--- src/rtl/evict_wr_arbiter_pkg.sv ---
// Shared types and defaults for the evict/flush write arbiter.
package evict_wr_arbiter_pkg;

    // Number of write requesters sharing the AXI write path (evict, flush).
    localparam int NUM_WR_REQ = 2;

    // Default AXI geometry used when the top is instantiated without overrides.
    localparam int AXI_ADDR_WIDTH = 32;
    localparam int AXI_DATA_WIDTH = 64;
    localparam int AXI_ID_WIDTH   = 4;
    localparam int AXI_ID         = 10;
    localparam int MAX_OUTST_DEF  = 4;

    // Arbiter FSM: waiting for a grant, or driving one AW/W beat pair.
    typedef enum logic {
        S_IDLE = 1'b0,
        S_SEND = 1'b1
    } wr_arb_state_t;

    // Turns a requester index into a one-hot requester mask.
    function automatic logic [NUM_WR_REQ-1:0] idx_to_onehot(input logic idx);
        logic [NUM_WR_REQ-1:0] mask;
        mask      = '0;
        mask[idx] = 1'b1;
        return mask;
    endfunction

endpackage

--- src/rtl/evict_wr_arbiter_rr_arb2.sv ---
// Two-way round-robin picker: favours the pointed-to requester when it is
// valid, otherwise hands the grant to the other one. Purely combinational.
module rr_arb2
    import evict_wr_arbiter_pkg::*;
(
    input  logic [NUM_WR_REQ-1:0] valid_i,
    input  logic                  ptr_i,
    output logic [NUM_WR_REQ-1:0] gnt_o,
    output logic                  gnt_idx_o
);

    // Pick the preferred index first, fall back to the other; no grant when idle.
    always_comb begin
        gnt_o     = '0;
        gnt_idx_o = ptr_i;
        if (valid_i[ptr_i]) begin
            gnt_idx_o = ptr_i;
        end else begin
            gnt_idx_o = ~ptr_i;
        end
        if (|valid_i) begin
            gnt_o = idx_to_onehot(gnt_idx_o);
        end
    end

endmodule

--- src/rtl/evict_wr_arbiter.sv ---
// Shares the single AXI write channel (AW/W/B) between the dirty-victim evict
// path (req0) and the flush/writeback engine (req1). One single-beat write per
// grant, AW and W presented together; B responses are routed back by bid[0].
module evict_wr_arbiter
    import evict_wr_arbiter_pkg::*;
#(
    parameter int                  ADDR_WIDTH = AXI_ADDR_WIDTH,
    parameter int                  DATA_WIDTH = AXI_DATA_WIDTH,
    parameter int                  ID_WIDTH   = AXI_ID_WIDTH,
    parameter logic [ID_WIDTH-1:0] ID         = ID_WIDTH'(AXI_ID),
    parameter int                  MAX_OUTST  = MAX_OUTST_DEF
) (
    input  logic                             clk,
    input  logic                             rst_n,

    input  logic [NUM_WR_REQ-1:0]            req_valid_i,
    output logic [NUM_WR_REQ-1:0]            req_ready_o,
    input  logic [NUM_WR_REQ*ADDR_WIDTH-1:0] req_addr_i,
    input  logic [NUM_WR_REQ*DATA_WIDTH-1:0] req_data_i,
    output logic [NUM_WR_REQ-1:0]            done_o,

    output logic [ID_WIDTH-1:0]              awid_o,
    output logic [ADDR_WIDTH-1:0]            awaddr_o,
    output logic                             awvalid_o,
    input  logic                             awready_i,

    output logic [ID_WIDTH-1:0]              wid_o,
    output logic [DATA_WIDTH-1:0]            wdata_o,
    output logic                             wvalid_o,
    input  logic                             wready_i,

    input  logic [ID_WIDTH-1:0]              bid_i,
    input  logic                             bvalid_i,
    output logic                             bready_o,

    output logic [3:0]                       outst_o
);

    localparam logic [3:0] MAX_OUTST_L = 4'(MAX_OUTST);

    wr_arb_state_t state_q, state_d;
    logic          rr_ptr_q, rr_ptr_d;
    logic          awvalid_q, awvalid_d;
    logic          wvalid_q, wvalid_d;
    logic [ADDR_WIDTH-1:0] addr_q, addr_d;
    logic [DATA_WIDTH-1:0] data_q, data_d;
    logic [ID_WIDTH-1:0]   id_q, id_d;
    logic [3:0]            outst_q, outst_d;
    logic [NUM_WR_REQ-1:0] done_q, done_d;

    logic [NUM_WR_REQ-1:0] arb_gnt;
    logic                  arb_idx;
    logic                  grant_ok;
    logic                  send_exit;
    logic                  b_accept;
    logic [NUM_WR_REQ-1:0] req_ready;

    rr_arb2 u_rr_arb2 (
        .valid_i   (req_valid_i),
        .ptr_i     (rr_ptr_q),
        .gnt_o     (arb_gnt),
        .gnt_idx_o (arb_idx)
    );

    // A grant needs an idle FSM, a requester and a free outstanding slot.
    // Gating with rst_n keeps req_ready_o low while the block is held in reset.
    assign grant_ok  = rst_n && (state_q == S_IDLE) && (|req_valid_i)
                       && (outst_q < MAX_OUTST_L);

    // The write is counted once both valids have dropped; this is the exit cycle.
    assign send_exit = (state_q == S_SEND) && !awvalid_q && !wvalid_q;

    // A B is legal when something is outstanding or is being counted this very
    // cycle; a stray B is swallowed so the counter never wraps below zero.
    assign b_accept  = bvalid_i && ((outst_q != 4'd0) || send_exit);

    // Next-state logic: grant and latch in IDLE, retire AW/W handshakes in SEND.
    always_comb begin
        state_d   = state_q;
        rr_ptr_d  = rr_ptr_q;
        awvalid_d = awvalid_q;
        wvalid_d  = wvalid_q;
        addr_d    = addr_q;
        data_d    = data_q;
        id_d      = id_q;
        req_ready = '0;

        unique case (state_q)
            S_IDLE: begin
                if (grant_ok) begin
                    req_ready = arb_gnt;
                    addr_d    = req_addr_i[arb_idx*ADDR_WIDTH +: ADDR_WIDTH];
                    data_d    = req_data_i[arb_idx*DATA_WIDTH +: DATA_WIDTH];
                    id_d      = {ID[ID_WIDTH-1:1], arb_idx};
                    awvalid_d = 1'b1;
                    wvalid_d  = 1'b1;
                    rr_ptr_d  = ~arb_idx;
                    state_d   = S_SEND;
                end
            end
            S_SEND: begin
                if (awvalid_q && awready_i) begin
                    awvalid_d = 1'b0;
                end
                if (wvalid_q && wready_i) begin
                    wvalid_d = 1'b0;
                end
                if (send_exit) begin
                    state_d = S_IDLE;
                end
            end
            default: begin
                state_d = S_IDLE;
            end
        endcase
    end

    // FSM, round-robin pointer and the registered AW/W payload.
    always_ff @(posedge clk or negedge rst_n) begin
        if (!rst_n) begin
            state_q   <= S_IDLE;
            rr_ptr_q  <= 1'b0;
            awvalid_q <= 1'b0;
            wvalid_q  <= 1'b0;
            addr_q    <= '0;
            data_q    <= '0;
            id_q      <= '0;
        end else begin
            state_q   <= state_d;
            rr_ptr_q  <= rr_ptr_d;
            awvalid_q <= awvalid_d;
            wvalid_q  <= wvalid_d;
            addr_q    <= addr_d;
            data_q    <= data_d;
            id_q      <= id_d;
        end
    end

    // Outstanding count and B-routing decode; an exit and a B together cancel.
    always_comb begin
        outst_d = outst_q;
        done_d  = '0;
        if (send_exit && !b_accept) begin
            outst_d = outst_q + 4'd1;
        end else if (!send_exit && b_accept) begin
            outst_d = outst_q - 4'd1;
        end
        if (b_accept) begin
            done_d = idx_to_onehot(bid_i[0]);
        end
    end

    // Registered outstanding counter and one-cycle done pulses.
    always_ff @(posedge clk or negedge rst_n) begin
        if (!rst_n) begin
            outst_q <= 4'd0;
            done_q  <= '0;
        end else begin
            outst_q <= outst_d;
            done_q  <= done_d;
        end
    end

    assign req_ready_o = req_ready;
    assign done_o      = done_q;
    assign awid_o      = id_q;
    assign wid_o       = id_q;
    assign awaddr_o    = addr_q;
    assign wdata_o     = data_q;
    assign awvalid_o   = awvalid_q;
    assign wvalid_o    = wvalid_q;
    assign bready_o    = 1'b1;
    assign outst_o     = outst_q;

    // A B with nothing outstanding means the controller and arbiter disagree.
    a_no_stray_b: assert property (@(posedge clk) disable iff (!rst_n)
        bvalid_i |-> ((outst_q != 4'd0) || send_exit));

    // B IDs for this port always carry our base ID in the upper bits.
    a_bid_base: assert property (@(posedge clk) disable iff (!rst_n)
        bvalid_i |-> (bid_i[ID_WIDTH-1:1] == ID[ID_WIDTH-1:1]));

    // AW must stay up with a stable payload until it is accepted.
    a_aw_stable: assert property (@(posedge clk) disable iff (!rst_n)
        (awvalid_o && !awready_i) |=> (awvalid_o && $stable(awaddr_o) && $stable(awid_o)));

    // W must stay up with stable data until it is accepted.
    a_w_stable: assert property (@(posedge clk) disable iff (!rst_n)
        (wvalid_o && !wready_i) |=> (wvalid_o && $stable(wdata_o)));

endmodule

--- config.mk ---
export PLATFORM = sky130hd
export DESIGN_NAME = evict_wr_arbiter
export DESIGN_NICKNAME = d
export VERILOG_FILES = /design/src/rtl/evict_wr_arbiter_pkg.sv /design/src/rtl/evict_wr_arbiter_rr_arb2.sv /design/src/rtl/evict_wr_arbiter.sv
export SDC_FILE = /design/constraint.sdc
export NUM_CORES = 1
export LEC_CHECK = 0
export CORE_ASPECT_RATIO = 0.5
export CORE_MARGIN = 2
export CORE_UTILIZATION = 30
export CTS_CLUSTER_SIZE = 24
export DETAILED_ROUTE_END_ITERATION = 6
export DONT_BUFFER_PORTS = 1
export HOLD_SLACK_MARGIN = 0.05
export PLACE_DENSITY = 0.45
export SKIP_CTS_REPAIR_TIMING = 1
export SLEW_MARGIN = 5
export SYNTH_ARGS = -nofsm -noshare
export SYNTH_HDL_FRONTEND = slang
export SYNTH_SLANG_ARGS = --single-unit
--- constraint.sdc ---
create_clock -name clk -period 2.7 [get_ports clk]
set_input_delay 0.405 -clock clk [delete_from_list [all_inputs] [get_ports clk]]
set_output_delay 0.405 -clock clk [all_outputs]
set_load 0.02 [all_outputs]
Word-level counts from Yosys, hierarchy flattened
Index checks and enable logic that the tools add are counted.

Register bits: 108. Bits of input ports: 203. Output and inout port bits: 115. Logic and storage cells: 69.

$add $sub $neg: 2. $lt $le $gt $ge: 6. Eq/ne operators: 3. Shift operators: 2. Muxes and demuxes: 21. Bitwise operators: 3. Reduce and logical (&&, ||, !) cells: 23.

Operators with widths (number): $shiftx A128 B8 Y64 (1); $shiftx A64 B7 Y32 (1); $logic_and A1 B1 Y1 (12); $mux W1 (10); $mux W2 (4); $mux W4 (2); $lt A1 B2 Y1 const B (3); $pmux W1 S2 (3); $reduce_and A2 Y1 (3); $add A4 B1 Y4 const B (1); $logic_not A1 Y1 (4); $lt A4 B3 Y1 const B (1); $ne A2 B1 Y1 const B (2); $reduce_bool A4 Y1 (1); $sub A4 B1 Y4 const B (1); $not A1 Y1 (3); $demux W1 S1 (2); $ge A1 B1 Y1 const B (2); $ne A2 B2 Y1 const B (1); $reduce_bool A2 Y1 (1); $reduce_or A2 Y1 (1); $logic_or A1 B1 Y1 (1).

Longest topological paths before layout
Word-level depth: 10. Depth in mapped cells: 7. Gate-level depth less buffers: 7.

Cells and area by module
Synthesis repeated with hierarchy kept, for this count alone.

Cells, all modules: 479. Area, all modules: 5037.3 µm².

Modules (own cells, without submodules): evict_wr_arbiter (times used 1, cells each 474, area an instance 5011.1 µm²); rr_arb2 (times used 1, cells each 5, area an instance 26.3 µm²).

Worst setup path before layout
OpenSTA, ideal clock, no wires.

Path kind: reg-to-reg. From: reg awvalid_q, in the netlist awvalid_o. To: reg outst_q[3], in the netlist outst_o[3]. Setup time: 80 ps. Data arrival time: 1893 ps. Slack: 727 ps. Cell stages (with the launch flop): 8. Period minus slack after synthesis: 1973 ps. Cell sequence: dfrtp_1 > nor3b_1 > nand2b_1 > ha_1 > a21o_1 > a21oi_1 > mux2i_1 > xor2_1.

Longest elaborated chain between the ends: 8. Elaborated cells on any way between the ends: 11. Those cells by class: 1 x mux; 10 x reduce/logical.

Ends and longest elaborated chain: from (decl) (RTL line evict_wr_arbiter.sv:43) `logic awvalid_q, awvalid_d;`; from (signal assigned) (RTL line evict_wr_arbiter.sv:131) `awvalid_q <= awvalid_d;`; $logic_not A1 Y1 * (RTL line evict_wr_arbiter.sv:71) `assign send_exit = (state_q == S_SEND) && !awvalid_q && !wvalid_q;`; $logic_and A1 B1 Y1 * (2 in series) (RTL line evict_wr_arbiter.sv:71); $logic_or A1 B1 Y1 (RTL line evict_wr_arbiter.sv:75) `assign b_accept = bvalid_i && ((outst_q != 4'd0) || send_exit);`; $logic_and A1 B1 Y1 (RTL line evict_wr_arbiter.sv:75); $logic_not A1 Y1 (RTL line evict_wr_arbiter.sv:143) `if (send_exit && !b_accept) begin`; $logic_and A1 B1 Y1 (RTL line evict_wr_arbiter.sv:143); $mux W4 / $reduce_bool A2 Y1 (equally long branches); to (signal assigned) (RTL line evict_wr_arbiter.sv:159) `outst_q <= outst_d;`; to (decl) (RTL line evict_wr_arbiter.sv:48) `logic [3:0] outst_q, outst_d;`.

Mark *: on every way between the ends. The rest lies on a longest branch, timed or not. A chain may end at the register's enable or synchronous reset.

Worst setup path in the final report
From: reg outst_q[2], in the netlist outst_o[2]. To: out req_ready_o[1].

Longest elaborated chain between the ends: 4.

Ends and longest elaborated chain: $lt A4 B3 Y1 (RTL line evict_wr_arbiter.sv:68) `&& (outst_q < MAX_OUTST_L);`; $logic_and A1 B1 Y1 (RTL line evict_wr_arbiter.sv:68); $mux W2 (RTL line evict_wr_arbiter.sv:90) `if (grant_ok) begin`; $mux W2 (RTL line evict_wr_arbiter.sv:88) `unique case (state_q)`; to (decl) (RTL line evict_wr_arbiter.sv:17) `output logic [NUM_WR_REQ-1:0] req_ready_o,`.

Every way passes these cells.

==> results.py <==
metrics = {
    "run_status": {
        "status": "finished with violations",
        "violations": "negative hold slack",
    },
    "setup_path": {
        "critPathRequiredTime_ns": 2.30,
        "end_kind": "primary output",
        "arrival_ns": 1.99,
        "startpoint_type": "register",
        "critPathMaxStageDelay_ns": 0.52,
        "critical_path.slowest_cell": "dfrtp_1",
        "worst-setup-path-type": "register to primary output",
        "crit_path_cell_trace": "nor4b_2, o21ai_4, nor2_4",
        "critPathTopFamily": "simple AND/OR/NAND/NOR gates",
        "cp_num_buf_inv": 0,
        "cp_max_fo": 40,
    },
    "yosys": {
        "synth.distinct_cells": 29,
        "synth_fa_ha_area_share_pct": 0.8951,
        "syn_area_per_cell_um2": 10.62,
        "yosysSeqAreaShare_pct": 53.70,
        "yosys.area_share.simple_pct": 9.125,
        "synthXorXnorAreaFrac_pct": 0.5221,
        "yosysWarnings": 0,
        "synth_top_family_by_area": "multiplexers",
        "post_synth_mux_area_share_pct": 19.74,
        "syn_inst": 474,
        "ys_ff_latch": 108,
        "synth_area_mm2": 0.005032,
        "synth-compound-area-share_pct": 10.94,
    },
    "floorplan": {
        "num_io_pins": 318,
        "core_mm2": 0.01639,
        "start_util_pct": 30.70,
        "fp.dieW_um": 187.2,
        "rows": 33,
        "die_area_mm2": 0.01789,
        "die_h_um": 95.58,
    },
    "layout": {
        "nFillCells": 1678,
        "final_core_util_pct": 33.49,
        "mostFrequentLayoutCell": "dfrtp_1",
        "ff_latch_area_mm2": 0.002703,
        "area_growth_syn_to_layout_pct": 9.075,
        "final_cell_area_mm2": 0.005489,
        "final_cell_mix": "dfrtp_1 (108), nand2_1 (97), mux2i_1 (97)",
        "drive_gt1_share_pct": 5.908,
        "final_nets": 659,
        "num_antenna_cells": 0,
        "multi_input_area_mm2": 0.002105,
    },
    "pwr": {
        "pwr_density_cell_mw_per_mm2": 1266,
        "leakagePower_nw": 2.573,
        "p_total_mw": 6.949,
        "vdd_drop_max_mv": 0.3947,
    },
    "clocking": {
        "cts_root_buffer": "clkbuf_16",
        "htreeDepth": 3,
        "tritoncts": "built",
        "cts_buffers": 9,
        "clock_sinks": 108,
        "clkSlewWorstSetupHoldPaths_ns": 0.07,
        "clk_latency_ns": 0.34,
        "clock_path_buffers": 2,
    },
    "placement": {
        "place_area_mm2": 0.005181,
        "gp_congestion": 0.7354,
        "numPortBuffers": 0,
        "post-dp-hpwl_mm": 8.363,
        "post-place-ws_ns": 0.5294,
    },
    "timing": {
        "relSlewSlack_pct": 35.50,
        "hold_viol": 108,
        "whs_ns": -0.2427,
        "fin_crit_sh_pct": 88.71,
        "setup-tns-final_ns": 0,
        "rsz0062_at_grt": "false",
        "finalCriticalPeriod_ns": 2.395,
        "setup_ws_ns": 0.3049,
        "fmax_mhz": 417.5,
        "skew_ns": 0.008732,
        "worst_slew_pin_slew_ns": 0.9638,
        "slew_viol_final": 0,
        "setup_viol": 0,
    },
    "grt": {
        "grt_pass1_vias": 2940,
        "grt_max_degree": 110,
        "grtUsageTotal_pct": 12.11,
        "grt_antenna_before_repair": 0,
        "grt-ovfl-total": 0,
        "grt_pass1_wl_mm": 16.73,
    },
    "detailed_routing": {
        "dr.pass1.iters": 3,
        "ant_nets": 0,
        "viasPerCell": 4.582,
        "wl_per_cell_um": 16.54,
        "drt_iter0_drc": 105,
        "drc_errors": 0,
        "vias": 3134,
        "wl_mm": 11.31,
    },
    "hold_path": {
        "hold_class": "primary input to async pin",
    },
    "flow_run": {
        "maxCapViolations": 0,
    },
}
registers in the layout, indices dropped and copies added, names as in the netlist, 2 cells and up:
signal / flops
wdata_o: 64
done_o: 2
outst_o: 4
awaddr_o: 32
awid_o: 2
final timing paths:
| check | startpoint | to | slack, ns | cells past startpoint |
|---|---|---|---|---|
| worst max-delay path | outst_o[2]$_DFFE_PN0P_ | req_ready_o[1] | 0.30 | 3 |
| worst min-delay path | rst_n | awaddr_o[31]$_DFFE_PN0P_ | -0.24 | 0 |
| worst max register to register | awvalid_o$_DFFE_PN0P_ | outst_o[3]$_DFFE_PN0P_ | 0.51 | 7 |
| worst min register to register | state_q$_DFF_PN0_ | wvalid_o$_DFFE_PN0P_ | 0.54 | 1 |
| max in group asynchronous | rst_n | outst_o[2]$_DFFE_PN0P_ | 2.74 | 0 |
| min in group clk | bid_i[0] | done_o[0]$_DFF_PN0_ | 0.12 | 1 |
cell type report:
cell class              count  share of cell area [%]
repair buffers              6                   1.504
clock inverters             4                   1.368
inverters                   2                  0.1368
well taps                 227                   5.174
multi-input cells         326                   38.34
clock buffers              11                   4.240
flip-flops and latches    108                   49.24
synthesized netlist by cell type:
cell	n	area [um^2]
buf_2	15	75.07
ha_1	2	25.02
nand2_1	97	364.1
a21o_1	2	15.01
nor3b_1	1	7.510
nand2_2	1	6.260
nor2_1	4	15.01
o21ai_1	28	140.1
mux2_2	2	22.52
nand3b_1	1	7.510
fa_1	1	20.02
nor2_4	1	11.26
inv_1	2	7.510
o21ai_0	71	355.3
a21oi_2	1	8.760
a21oi_1	3	15.01
nor4b_2	1	15.01
buf_6	5	56.30
o21ai_2	1	8.760
o21a_1	1	7.510
mux2i_1	97	970.9
xor2_1	3	26.28
conb_1	2	7.510
and2_1	1	6.260
dfrtp_1	108	2703
nand2b_1	3	18.77
buf_4	10	75.07
clkbuf_1	9	33.78
or4_1	1	7.510
cells by family (layout without fill, tap and decap cells):
kind of cell / after synthesis / count (layout)
compound gates: 107 / 107
xor+xnor: 3 / 3
fa+ha+maj: 3 / 3
buf+inv: 41 / 23
flops: 108 / 108
mux: 99 / 99
other cells: 2 / 3
simple gates: 111 / 111
metal layers:
metal	GRT usage (%)	share of wire, %
met5	0	0
met4	3.571	1.0
met2	20.91	52
met1	14.23	39
met3	4.601	7.5
power by group:
part           leakage (nW)  switching, mW  internal [mW]
logic                  1.08          0.943          0.787
clock network         0.142          0.575          0.810
registers              1.35           1.49           2.34
metrics by stage:
| stage | hold slack, ns | cells |
|---|---|---|
| finish | -0.2427 | 684 |
| global route | -0.2781 | 684 |
| CTS | -0.2666 | 684 |
| detailed placement | 0.1117 | 669 |
| global placement | 0.1113 | 669 |
| floorplan | 0.1094 | 475 |
Power figures use the tool's default switching activity.
